$ cat config.mk
export PLATFORM = sky130hd
export DESIGN_NAME = delay_line_var
export DESIGN_NICKNAME = d
export VERILOG_FILES = /design/src/rtl/delay_line_var.sv
export SDC_FILE = /design/constraint.sdc
export NUM_CORES = 1
export LEC_CHECK = 0
export CAP_MARGIN = 20
export CELL_PAD_IN_SITES_DETAIL_PLACEMENT = 1
export CELL_PAD_IN_SITES_GLOBAL_PLACEMENT = 2
export CORE_MARGIN = 1.5
export CORE_UTILIZATION = 37
export CTS_CLUSTER_SIZE = 10
export DETAILED_ROUTE_END_ITERATION = 10
export PLACE_DENSITY_LB_ADDON = 0.1
export SYNTH_ARGS = -nofsm -noshare
export SYNTH_HDL_FRONTEND = slang
export SYNTH_SLANG_ARGS = --single-unit
$ cat constraint.sdc
create_clock -name clk_i -period 6.3 [get_ports clk_i]
set_clock_uncertainty 0.1 [all_clocks]
set_input_delay 1.89 -clock clk_i [delete_from_list [all_inputs] [get_ports clk_i]]
set_output_delay 1.89 -clock clk_i [all_outputs]
set_load 0.005 [all_outputs]
$ cat src/rtl/delay_line_var.sv
// ---------------------------------------------------------------------------
// delay_line_var
//
// Variable-length sample delay line for datapath alignment (e.g. channel skew
// matching). Delays a WIDTH-bit stream by 0..MAX_DELAY enabled cycles, where
// the delay is selected at runtime and may change on any cycle.
//
// Parameters:
//   WIDTH      data bits per sample (>= 1)
//   MAX_DELAY  deepest selectable delay, equal to the number of storage stages (>= 1)
//   DELAY_W    width of data_delay_i, derived from MAX_DELAY (not overridable)
//
// Ports:
//   clk_i         clock, rising edge
//   rst_i         asynchronous active-high reset; clears taps and fill count
//   en_i          shift enable; the line advances only on enabled edges
//   data_i        input sample
//   data_delay_i  requested delay in enabled cycles
//   data_o        delayed sample (data_i itself when the effective delay is 0)
//   valid_o       1 when data_o holds real history for the effective delay
//   dly_clamp_o   1 when data_delay_i exceeds MAX_DELAY (always combinational)
//
// Build option:
//   DELAY_LINE_VAR_OREG_EN  when defined, data_o and valid_o are registered.
//                           That adds one clock of latency. The register updates
//                           on every edge, independent of en_i.
// ---------------------------------------------------------------------------
module delay_line_var #(
    parameter int WIDTH     = 1,
    parameter int MAX_DELAY = 15,
    localparam int DELAY_W  = $clog2(MAX_DELAY + 1)
) (
    input  logic               clk_i,
    input  logic               rst_i,
    input  logic               en_i,
    input  logic [WIDTH-1:0]   data_i,
    input  logic [DELAY_W-1:0] data_delay_i,
    output logic [WIDTH-1:0]   data_o,
    output logic               valid_o,
    output logic               dly_clamp_o
);

    localparam logic [DELAY_W-1:0] MAX_D = DELAY_W'(MAX_DELAY);

    logic [WIDTH-1:0]   tap_q [MAX_DELAY];
    logic [WIDTH-1:0]   tap_d [MAX_DELAY];
    logic [DELAY_W-1:0] fill_q;
    logic [DELAY_W-1:0] fill_d;

    logic [DELAY_W-1:0] eff_d;
    logic               clamp;
    logic [WIDTH-1:0]   tap_sel;
    logic [WIDTH-1:0]   mux_data;
    logic               mux_valid;

    // ------------------------------------------------------------------
    // Shift register: advances only on enabled edges.
    // ------------------------------------------------------------------
    always_comb begin
        tap_d = tap_q;
        if (en_i) begin
            tap_d[0] = data_i;
            for (int k = 1; k < MAX_DELAY; k++) begin
                tap_d[k] = tap_q[k-1];
            end
        end
    end

    // Fill count saturates at MAX_DELAY. Once it saturates, every tap holds history.
    always_comb begin
        fill_d = fill_q;
        if (en_i && (fill_q != MAX_D)) begin
            fill_d = fill_q + DELAY_W'(1);
        end
    end

    always_ff @(posedge clk_i or posedge rst_i) begin
        if (rst_i) begin
            for (int k = 0; k < MAX_DELAY; k++) begin
                tap_q[k] <= '0;
            end
            fill_q <= '0;
        end else begin
            tap_q  <= tap_d;
            fill_q <= fill_d;
        end
    end

    // ------------------------------------------------------------------
    // Delay select. An out-of-range request is clamped to the deepest tap.
    // The clamp can only be reached when MAX_DELAY+1 is not a power of two.
    // ------------------------------------------------------------------
    always_comb begin
        clamp = (data_delay_i > MAX_D);
        eff_d = clamp ? MAX_D : data_delay_i;
    end

    assign dly_clamp_o = clamp;

    // A one-hot compare per tap keeps the index in range for any eff_d.
    always_comb begin
        tap_sel = '0;
        for (int k = 0; k < MAX_DELAY; k++) begin
            if (eff_d == DELAY_W'(k + 1)) begin
                tap_sel = tap_q[k];
            end
        end
    end

    // A delay of zero is a zero-latency passthrough and is always valid,
    // even while reset is asserted.
    always_comb begin
        mux_data  = (eff_d == '0) ? data_i : tap_sel;
        mux_valid = (fill_q >= eff_d);
    end

`ifdef DELAY_LINE_VAR_OREG_EN
    logic [WIDTH-1:0] data_q;
    logic [WIDTH-1:0] data_d;
    logic             valid_q;
    logic             valid_d;

    always_comb begin
        data_d  = mux_data;
        valid_d = mux_valid;
    end

    always_ff @(posedge clk_i or posedge rst_i) begin
        if (rst_i) begin
            data_q  <= '0;
            valid_q <= 1'b0;
        end else begin
            data_q  <= data_d;
            valid_q <= valid_d;
        end
    end

    assign data_o  = data_q;
    assign valid_o = valid_q;
`else
    assign data_o  = mux_data;
    assign valid_o = mux_valid;
`endif

endmodule

* After elaboration in Yosys (flattened, before gate mapping)
Cells that the tools add are included.
** Storage, ports and cells
- Register bits :: 19
- Input port bits :: 8
- Word-level logic and storage cells :: 54
** Operators by class
- Add/sub/neg operators :: 1
- Magnitude comparators :: 2
- Eq/ne operators :: 16
- Muxes and demuxes :: 17
- Reductions and logical operators :: 2
** Operators by type and width (number)
- $eq A4 B4 Y1 const B :: 8
- $eq A4 B3 Y1 const B :: 4
- $mux W1 :: 16
- $eq A4 B2 Y1 const B :: 2
- $add A4 B1 Y4 const B :: 1
- $eq A4 B1 Y1 const B :: 1
- $ge A4 B4 Y1 :: 1
- $gt A4 B4 Y1 const B :: 1
- $logic_not A4 Y1 :: 1
- $mux W4 :: 1
- $ne A4 B4 Y1 const B :: 1
- $logic_and A1 B1 Y1 :: 1

* Longest topological paths before layout
Gate-level depths: netlist of the first run.
- Depth after elaboration :: 19
- Gate-level depth with buffers :: 6
- Depth with buffers taken out :: 6

* Worst setup path before layout of the first run
Ideal clock, no wire load.
- Path kind :: in2out
- From :: input data_delay_i[1]
- To :: output valid_o
- Arrival time :: 2803 ps
- Required time :: 4310 ps
- Path slack :: 1507 ps
- Stages on the path :: 6
- Path buffers :: 1
- Cells stage by stage :: buf_6 > inv_1 > ha_1 > a21o_1 > a21o_1 > a21o_1
** On the way
- Longest elaborated chain between the ends :: 3
** RTL lines
- from (decl) :: line 37 : input logic [DELAY_W-1:0] data_delay_i,
- $gt A4 B4 Y1 :: line 94 : clamp = (data_delay_i > MAX_D);
- $mux W4 * :: line 95 : eff_d = clamp ? MAX_D : data_delay_i;
- $ge A4 B4 Y1 * :: line 114 : mux_valid = (fill_q >= eff_d);
- to (decl) :: line 39 : output logic valid_o,
Every way passes the cells marked *; elsewhere a longest branch is shown, timed or not.

* Worst setup path in the final report of the first run
- From :: input data_delay_i[0]
- To :: output valid_o
Same word-level chain as after synthesis.

==> results.toml, run 1 <==
[status]
status = "completed"

[global_route]
overflow = 0
grt_max_degree = 21
grt.total_usage = 0.133
grt_pass1_wl_um = 3260
grt_pass1_vias = 688
antenna_found_initial = 0

[placed_design]
dp_cells = 122
gp_congestion = 0.687
dp_hpwl_um = 1400
io_buffer_count = 9

[clocking]
cts_setup_buffers = 0
cts.sinks = 19
h-tree-depth = 1
ctsHoldBuffers = 0
clockBufferDepth = 2
cts_resized = 0
path_clk_slew_ns = 0.10
clk_latency_ns = 0.28
cts_buffers = 3
cts_tree = "yes"
cts_root_buffer = "clkbuf_4"

[timing]
drv_slew = 0
rsz0062_at_grt = "false"
fmax_mhz = 167
fin_crit_ns = 6.00
final.period_utilization = 0.952
finalSetupViolations = 0
slew_headroom = 0.460
finalSetupTns_ns = 0
worst_slew_pin_slew_ns = 0.807
hold_viol = 0

[drt]
wl_um = 1830
drtAntennaViolNets = 0
detail_route.wl_per_cell_um = 14.5
via_per_inst = 5.23
drt_iter0_drc = 17
firstDrtPassIters = 4
num_vias = 659
drc = 0

[yosys]
syn_area_per_cell_sq_um = 12.0
yosysMostFrequentCell = "dfrtp_1"
synthTopCellsByArea = "dfrtp_1 (46%), mux2_2 (16%), ha_1 (6.0%)"
synth-edff-count = 0
yosys-top-cells-count = "dfrtp_1 (19), mux2_2 (15), inv_1 (7)"
netlist_area_sq_um = 1040
ys_seq_area_frac = 0.457
synth_seq_cells = 19
synth.distinct_cells = 35
yosysWarningCount = 0
async_flop_share = 1.00
yosys.area.top_type = "dfrtp_1"
syn_nets = 100
synthCells = 87
synth_top_area_frac = 0.457
ys.flop_type = "dfrtp_1"

[cells_and_area]
n_antenna_cell = 0
nets = 109
drive_above_1_share = 0.232
area_growth_pct = 11.2
final_cells = 126

[worst_setup_path]
cpLargestDelayFamily = "buffers and inverters"
crit_slowest_cell = "clkdlybuf4s50_1"
path_cells = "clkdlybuf4s50_1 > ha_1 > nand2b_1 > a21o_1 > a21o_1 > a21o_1 > clkdlybuf4s50_1"
path_class = "in -> out"
end_kind = "output pin"
reg2reg_from = "fill_q[1]"
cp_max_fo = 11
timing.critical_path.mode_cell = "a21o_1"
critical_path.startpoint = "data_delay_i[0]"
arrival_ns = 4.01
max_stage_delay_ns = 0.72
crit_required_ns = 4.31
crit_buf_inv = 2
critPathLaunchType = "input pin"

[power_and_ir_drop]
power_density_nw_per_um2 = 351
peakVddDrop_uv = 218
power_leakage_nw = 0.507

[hold_path]
hp-class = "reg -> reg"
hold_start = "tap_q[1]"

[die]
io_pins = 11
core_sq_um = 2710
start_util = 0.384
rows = 19
fp.dieH_um = 56.0
die_area_sq_um = 3140
die_w_um = 56.0

[flow_run]
cap_violations = 0
==> path summary, 6_finish.rpt <==
| path | endpoint | slack, ns | cells after the start |
|---|---|---|---|
| worst max-delay path | valid_o | 0.30 | 7 |
| worst min-delay path | tap_q[0] | 0.43 | 2 |
| worst max register to register | fill_q[1] | 4.85 | 4 |
| worst min register to register | tap_q[0] | 0.43 | 2 |
| max in group asynchronous | fill_q[3] | 3.74 | 2 |
| min in group asynchronous | tap_q[6] | 1.91 | 2 |
==> metrics by stage <==
stage	power [mW]	worst slack [ns]	cell area, sq um	hold slack (ns)	util
2_1_floorplan	0.307	1.51	1040	0.371	-
3_3_place_gp	0.347	0.303	1130	0.416	0.417
3_5_place_dp	0.354	0.274	1130	0.422	0.417
4_1_cts	0.415	0.270	1160	0.441	0.427
5_1_grt	0.444	0.160	1160	0.463	0.427
6_report	0.406	0.302	1160	0.426	0.427
==> sequential cells by signal (all words and copies together), names as in the netlist <==
register  count
tap_q        15
fill_q        4
==> final cells by class <==
cell class                      instances  area, sq um
Fill cell                             304         1550
Multi-Input combinational cell         56          499
Sequential cell                        19          475
Timing Repair Buffer                    9         90.1
Tap cell                               31         38.8
Clock buffer                            4         26.3
Inverter                                7         26.3
==> per-layer routing <==
metal,share of wire,GRT usage,up-vias
li1,-,-,328
met1,0.52,0.193,324
met2,0.44,0.200,5
met3,0.029,0.0279,2
met4,0.010,0.0408,0
met5,0,0,-
==> cells by family (layout without fill, tap and decap cells) <==
kind of cell             Yosys count  in the layout  share of synthesized area
buffers and inverters             12             20                     0.0626
other                              1              1                    0.00361
AO/OA/AOI/OAI                     15             15                      0.107
AND/OR/NAND/NOR                   15             15                     0.0818
flip-flops                        19             19                      0.457
multiplexers                      19             19                      0.219
XOR/XNOR                           1              1                    0.00843
adder cells (fa/ha/maj)            5              5                     0.0602
==> report_power, final <==
part / internal, mW / leakage [nW] / switching (mW)
clock network: 0.0245 / 0.0150 / 0.0337
logic: 0.0842 / 0.269 / 0.0538
registers: 0.170 / 0.223 / 0.0398
total: 0.279 / 0.507 / 0.127
==> tightest hold or removal path, stage by stage (launching register included) <==
cell	delay, ns
dfrtp_1	0.37
nand2_1	0.06
o21ai_0	0.07
==> cells in the final DEF, fill, tap and decap left out, types with 2 or more instances in the layout <==
cell type        netlist  final
nor3b_1                2      2
clkdlybuf4s50_1        0      9
clkbuf_4               0      3
nand3_1                2      2
nor2b_1                2      2
nand2_1                2      2
dfrtp_1               19     19
inv_1                  7      7
a21o_1                 3      3
a21oi_1                3      3
ha_1                   5      5
mux2_2                15     15
o211ai_1               2      2
Power figures use the tool's default switching activity.
==> run 2, diff against run 1 <==
--- a/config.mk
+++ b/config.mk
@@ -9,10 +9,11 @@
 export CELL_PAD_IN_SITES_DETAIL_PLACEMENT = 1
 export CELL_PAD_IN_SITES_GLOBAL_PLACEMENT = 2
 export CORE_MARGIN = 1.5
-export CORE_UTILIZATION = 37
+export CORE_UTILIZATION = 33
 export CTS_CLUSTER_SIZE = 10
 export DETAILED_ROUTE_END_ITERATION = 10
 export PLACE_DENSITY_LB_ADDON = 0.1
+export SLEW_MARGIN = 5
 export SYNTH_ARGS = -nofsm -noshare
 export SYNTH_HDL_FRONTEND = slang
 export SYNTH_SLANG_ARGS = --single-unit
==> constraint.sdc (replaced) <==
create_clock -name clk_i -period 5.05 [get_ports clk_i]
set_clock_uncertainty 0.1 [all_clocks]
set_input_delay 1.515 -clock clk_i [delete_from_list [all_inputs] [get_ports clk_i]]
set_output_delay 1.515 -clock clk_i [all_outputs]
set_load 0.005 [all_outputs]
==> run 2 against run 1 <==
Effect of this change: clock power is 38% higher; sequential power is 25% higher; setup slack worse by 0.15 ns; design area is 5.1% higher; utilization is 2.5 points lower; non-clock buffer count is 6 higher.
==> results.toml, run 2 (synthesis results as in run 1) <==
[hold_path]
hold_end = "tap_q[8]"
hold_start = "tap_q[8]"
hp-class = "reg -> reg"
min_path_cells = 1

[die]
rows = 20
die_area_sq_um = 3500
start_util = 0.343
fp.dieH_um = 59.1
io_pins = 11
die_w_um = 59.1
core_sq_um = 3030

[placed_design]
pre_cts_ws_ns = -0.0399
io_buffer_count = 9
dpl_cell_area_sq_um = 1190
dp_cells = 141
gp_congestion = 0.772
dp_hpwl_um = 1540

[timing]
finalSetupViolations = 0
slew_headroom = 0.459
fmax_mhz = 204
finalSetupTns_ns = 0
rsz0062_at_grt = "false"
worst_slew_pin_slew_ns = 0.809
hold_viol = 0
fin_crit_ns = 4.90
final.period_utilization = 0.970
fin_ws_ns = 0.152
drv_slew = 0

[cells_and_area]
final_common_cell = "dfrtp_1"
nets = 115
area_growth_pct = 16.8
final_cells = 145
drive_above_1_share = 0.277
n_antenna_cell = 0
final_cell_mix = "dfrtp_1 (19), mux2_2 (15), inv_1 (7), clkdlybuf4s50_1 (7), buf_4 (6)"
largest_register_ffs = 15
top_register = "tap_q"
final_area_sq_um = 1210
largestRegisters = "tap_q: 15 flops, fill_q: 4 flops"

[drt]
firstDrtPassIters = 4
drtAntennaViolNets = 0
topRoutingLayerUsed = "met4"
met1_length_um = 1030
drt_iter0_drc = 18
detail_route.wl_per_cell_um = 14.0
drc = 0
num_vias = 708
wl_met3_um = 73
wl_um = 2030
via_per_inst = 4.88
met2_length_um = 889

[power_and_ir_drop]
p_seq_frac = 0.508
switching_power_uw = 168
power.internal_uw = 349
power.total_uw = 517
clkPwrFrac = 0.155
power_density_nw_per_um2 = 426
pwr-share-comb = 0.337
power_leakage_nw = 0.539
peakVddDrop_uv = 150
p_sw_frac = 0.324

[worst_setup_path]
max_stage_delay_ns = 0.57
arrival_ns = 3.28
crit_required_ns = 3.44
cp_max_fo = 5
path_cells = "clkdlybuf4s50_1 > inv_1 > ha_1 > a21o_1 > a21o_1 > clkdlybuf4s50_1"
path_class = "in -> out"
crit_slowest_cell = "clkdlybuf4s50_1"
rrSetupSlack_ns = 3.60
end_kind = "output pin"
worstRegToRegCells = 4
reg2reg_from = "fill_q[1]"
critPathLaunchType = "input pin"
r2r_end = "fill_q[1]"

[clocking]
path_clk_slew_ns = 0.11
cts_resized = 2
cts_buffers = 3
h-tree-depth = 1
cts.sinks = 19
cts_root_buffer = "clkbuf_4"
ctsHoldBuffers = 0
cts_setup_buffers = 0
clockBufferDepth = 2
cts_tree = "yes"
clk_latency_ns = 0.30

[flow_run]
cap_violations = 0

[global_route]
grt.total_usage = 0.133
grt_pass1_vias = 687
antenna_found_initial = 0
grt_max_degree = 21
overflow = 0
grt_pass1_wl_um = 3360

[status]
status = "completed"
[run 2: worst max-delay path: cells and delay by family]
| family | cells | cell delay [ns] |
|---|---|---|
| buf+inv | 3 | 1.13 |
| fa+ha+maj | 1 | 0.31 |
| compound gates | 2 | 0.33 |
[run 2: power by group through the flow]
stage / clock network, mW / registers [mW] / logic (mW)
floorplan: 0 / 0.249 / 0.134
global placement: 0 / 0.267 / 0.170
detailed placement: 0 / 0.267 / 0.177
CTS: 0.0813 / 0.264 / 0.179
global route: 0.0872 / 0.273 / 0.197
finish: 0.0803 / 0.263 / 0.174
[run 2: cell type report]
class / instances / area, sq um
repair buffers: 15 / 133
fillers: 335 / 1810
well taps: 44 / 55.1
clock buffers: 4 / 26.3
inverters: 7 / 26.3
multi-input cells: 56 / 499
flip-flops and latches: 19 / 475
[run 2: how the worst max path moves through the flow]
stage	startpoint	to	slack [ns]	depth (start not counted)
global route	data_delay_i[2]	data_o	0.04	6
detailed placement	data_delay_i[1]	valid_o	-0.04	7
global placement	data_delay_i[1]	valid_o	-0.01	7
finish	data_delay_i[2]	valid_o	0.15	6
floorplan	data_delay_i[1]	valid_o	1.01	6
CTS	data_delay_i[2]	valid_o	0.16	6
[run 2: per-stage QoR]
step / hold slack, ns / utilization
finish: 0.443 / 0.401
global route: 0.466 / 0.401
CTS: 0.445 / 0.401
detailed placement: 0.419 / 0.393
global placement: 0.405 / 0.393
floorplan: 0.371 / -
[run 2: metal layers]
metal | track usage | up-vias
met3 | 0.0284 | 4
met1 | 0.188 | 353
met4 | 0.0584 | 0
li1 | - | 340
met2 | 0.197 | 11
met5 | 0 | -
==> run 3, diff against run 2 <==
--- a/config.mk
+++ b/config.mk
@@ -13,6 +13,7 @@
 export CTS_CLUSTER_SIZE = 10
 export DETAILED_ROUTE_END_ITERATION = 10
 export PLACE_DENSITY_LB_ADDON = 0.1
+export RECOVER_POWER = 25
 export SLEW_MARGIN = 5
 export SYNTH_ARGS = -nofsm -noshare
 export SYNTH_HDL_FRONTEND = slang
==> run 3 against run 2 <==
Effect of this change: count of clock-buffer cells in the layout did not move; global-route usage did not move; first-iteration DRC count did not move; flip-flop and latch count did not move; design area did not move; routed wire length did not move; via count did not move; cell count did not move; die area did not move; non-clock buffer count did not move; critical path type unchanged; highest routed layer unchanged.
==> results.toml, run 3 (synthesis results as in run 1) <==
[status]
status = "completed"

[timing]
fmax_mhz = 204
rsz0062_at_grt = "false"
slew_headroom = 0.459
drv_slew = 0
hold_viol = 0
finalSetupViolations = 0
worst_slew_pin_slew_ns = 0.809
fin_crit_ns = 4.90
final.period_utilization = 0.970

[cells_and_area]
n_antenna_cell = 0
largestRegisters = "tap_q: 15 flops, fill_q: 4 flops"
area_growth_pct = 16.8
nets = 115
drive_above_1_share = 0.277
final_area_sq_um = 1210
final_cells = 145
largest_register_ffs = 15
fillers = 335
final_cell_mix = "dfrtp_1 (19), mux2_2 (15), inv_1 (7), clkdlybuf4s50_1 (6), buf_4 (6)"
top_register = "tap_q"
final_common_cell = "dfrtp_1"

[power_and_ir_drop]
power_leakage_nw = 0.539
p_seq_frac = 0.508
p_sw_frac = 0.324
peakVddDrop_uv = 150
power.internal_uw = 349
clkPwrFrac = 0.155
power_density_nw_per_um2 = 426
switching_power_uw = 168
pwr-share-comb = 0.337

[worst_setup_path]
path_class = "in -> out"
crit_required_ns = 3.44
path_cells = "clkdlybuf4s50_1 > inv_1 > ha_1 > a21o_1 > a21o_1 > clkdlybuf4s50_1"
critPathLaunchType = "input pin"
cp_max_fo = 5
arrival_ns = 3.28
max_stage_delay_ns = 0.57
crit_slowest_cell = "clkdlybuf4s50_1"
end_kind = "output pin"

[placed_design]
dpl_cell_area_sq_um = 1190
dp_cells = 141
dp_hpwl_um = 1540
gp_congestion = 0.772
io_buffer_count = 9

[hold_path]
hp-class = "reg -> reg"

[die]
die_area_sq_um = 3500
fp.dieH_um = 59.1
start_util = 0.343
core_sq_um = 3030
rows = 20
die_w_um = 59.1
io_pins = 11

[global_route]
grt_max_degree = 21
grt_pass1_vias = 687
antenna_found_initial = 0
grt.total_usage = 0.133
grt_pass1_wl_um = 3360
overflow = 0

[drt]
drtAntennaViolNets = 0
firstDrtPassIters = 4
wl_um = 2030
via_per_inst = 4.88
drc = 0
drt_iter0_drc = 18
detail_route.wl_per_cell_um = 14.0
num_vias = 708

[clocking]
cts_buffers = 3
cts.sinks = 19
ctsHoldBuffers = 0
h-tree-depth = 1
clk_latency_ns = 0.30
cts_setup_buffers = 0
path_clk_slew_ns = 0.11
cts_root_buffer = "clkbuf_4"
cts_resized = 2
cts_tree = "yes"
clockBufferDepth = 2

[flow_run]
cap_violations = 0
-- run 3: cell count changes in the layout (fill, tap and decap cells not counted), sizes merged --
cell	change
clkdlybuf4s50	-1
dlygate4sd3	+1
-- run 3: path summary, 6_finish.rpt --
path	startpoint	endpoint	slack [ns]	cells after the start
setup / recovery	data_delay_i[2]	valid_o	0.15	6
hold / removal	tap_q[8]	tap_q[8]	0.44	1
setup reg to reg	fill_q[1]	fill_q[1]	3.60	4
hold reg to reg	tap_q[8]	tap_q[8]	0.44	1
max in group asynchronous	rst_i	tap_q[5]	2.73	2
min in group asynchronous	rst_i	tap_q[1]	1.66	2
-- run 3: metal layers --
layer  routed length (um)  share of wire  vias up  GRT usage
met4                   34          0.017        0     0.0584
met5                    0              0        -          0
met2                  889           0.44       11      0.197
met1                 1030           0.51      353      0.188
met3                   73          0.036        4     0.0284
li1                     -              -      340          -
-- run 3: cell type report --
cell class | count | area (sq um) | area share
multi-input combinational | 56 | 499 | 0.411
sequential | 19 | 475 | 0.391
timing repair buffer | 15 | 133 | 0.109
tap | 44 | 55.1 | 0.0453
clock buffer | 4 | 26.3 | 0.0216
inverter | 7 | 26.3 | 0.0216
-- run 3: worst max-delay path: cells and delay by family --
kind                     cells  cell delay (ns)
buffers and inverters        3             1.13
adder cells (fa/ha/maj)      1             0.31
AO/OA/AOI/OAI                2             0.33
-- run 3: power by group through the flow --
| stage | Sequential (mW) | Clock (mW) | Combinational (mW) |
|---|---|---|---|
| after floorplan | 0.249 | 0 | 0.134 |
| after CTS | 0.264 | 0.0813 | 0.179 |
| after global placement | 0.267 | 0 | 0.170 |
| after detailed placement | 0.267 | 0 | 0.177 |
| final | 0.263 | 0.0803 | 0.174 |
| after global routing | 0.273 | 0.0872 | 0.197 |
-- run 3: stage by stage --
step / worst slack [ns] / hold WS [ns] / setup TNS [ns] / util / total power, mW
2_1_floorplan: 1.01 / 0.371 / 0 / - / 0.382
3_3_place_gp: -0.0128 / 0.405 / -0.0251 / 0.393 / 0.437
3_5_place_dp: -0.0399 / 0.419 / -0.0629 / 0.393 / 0.444
4_1_cts: 0.156 / 0.445 / 0 / 0.401 / 0.524
5_1_grt: 0.0387 / 0.466 / 0 / 0.401 / 0.556
6_report: 0.152 / 0.443 / 0 / 0.401 / 0.517
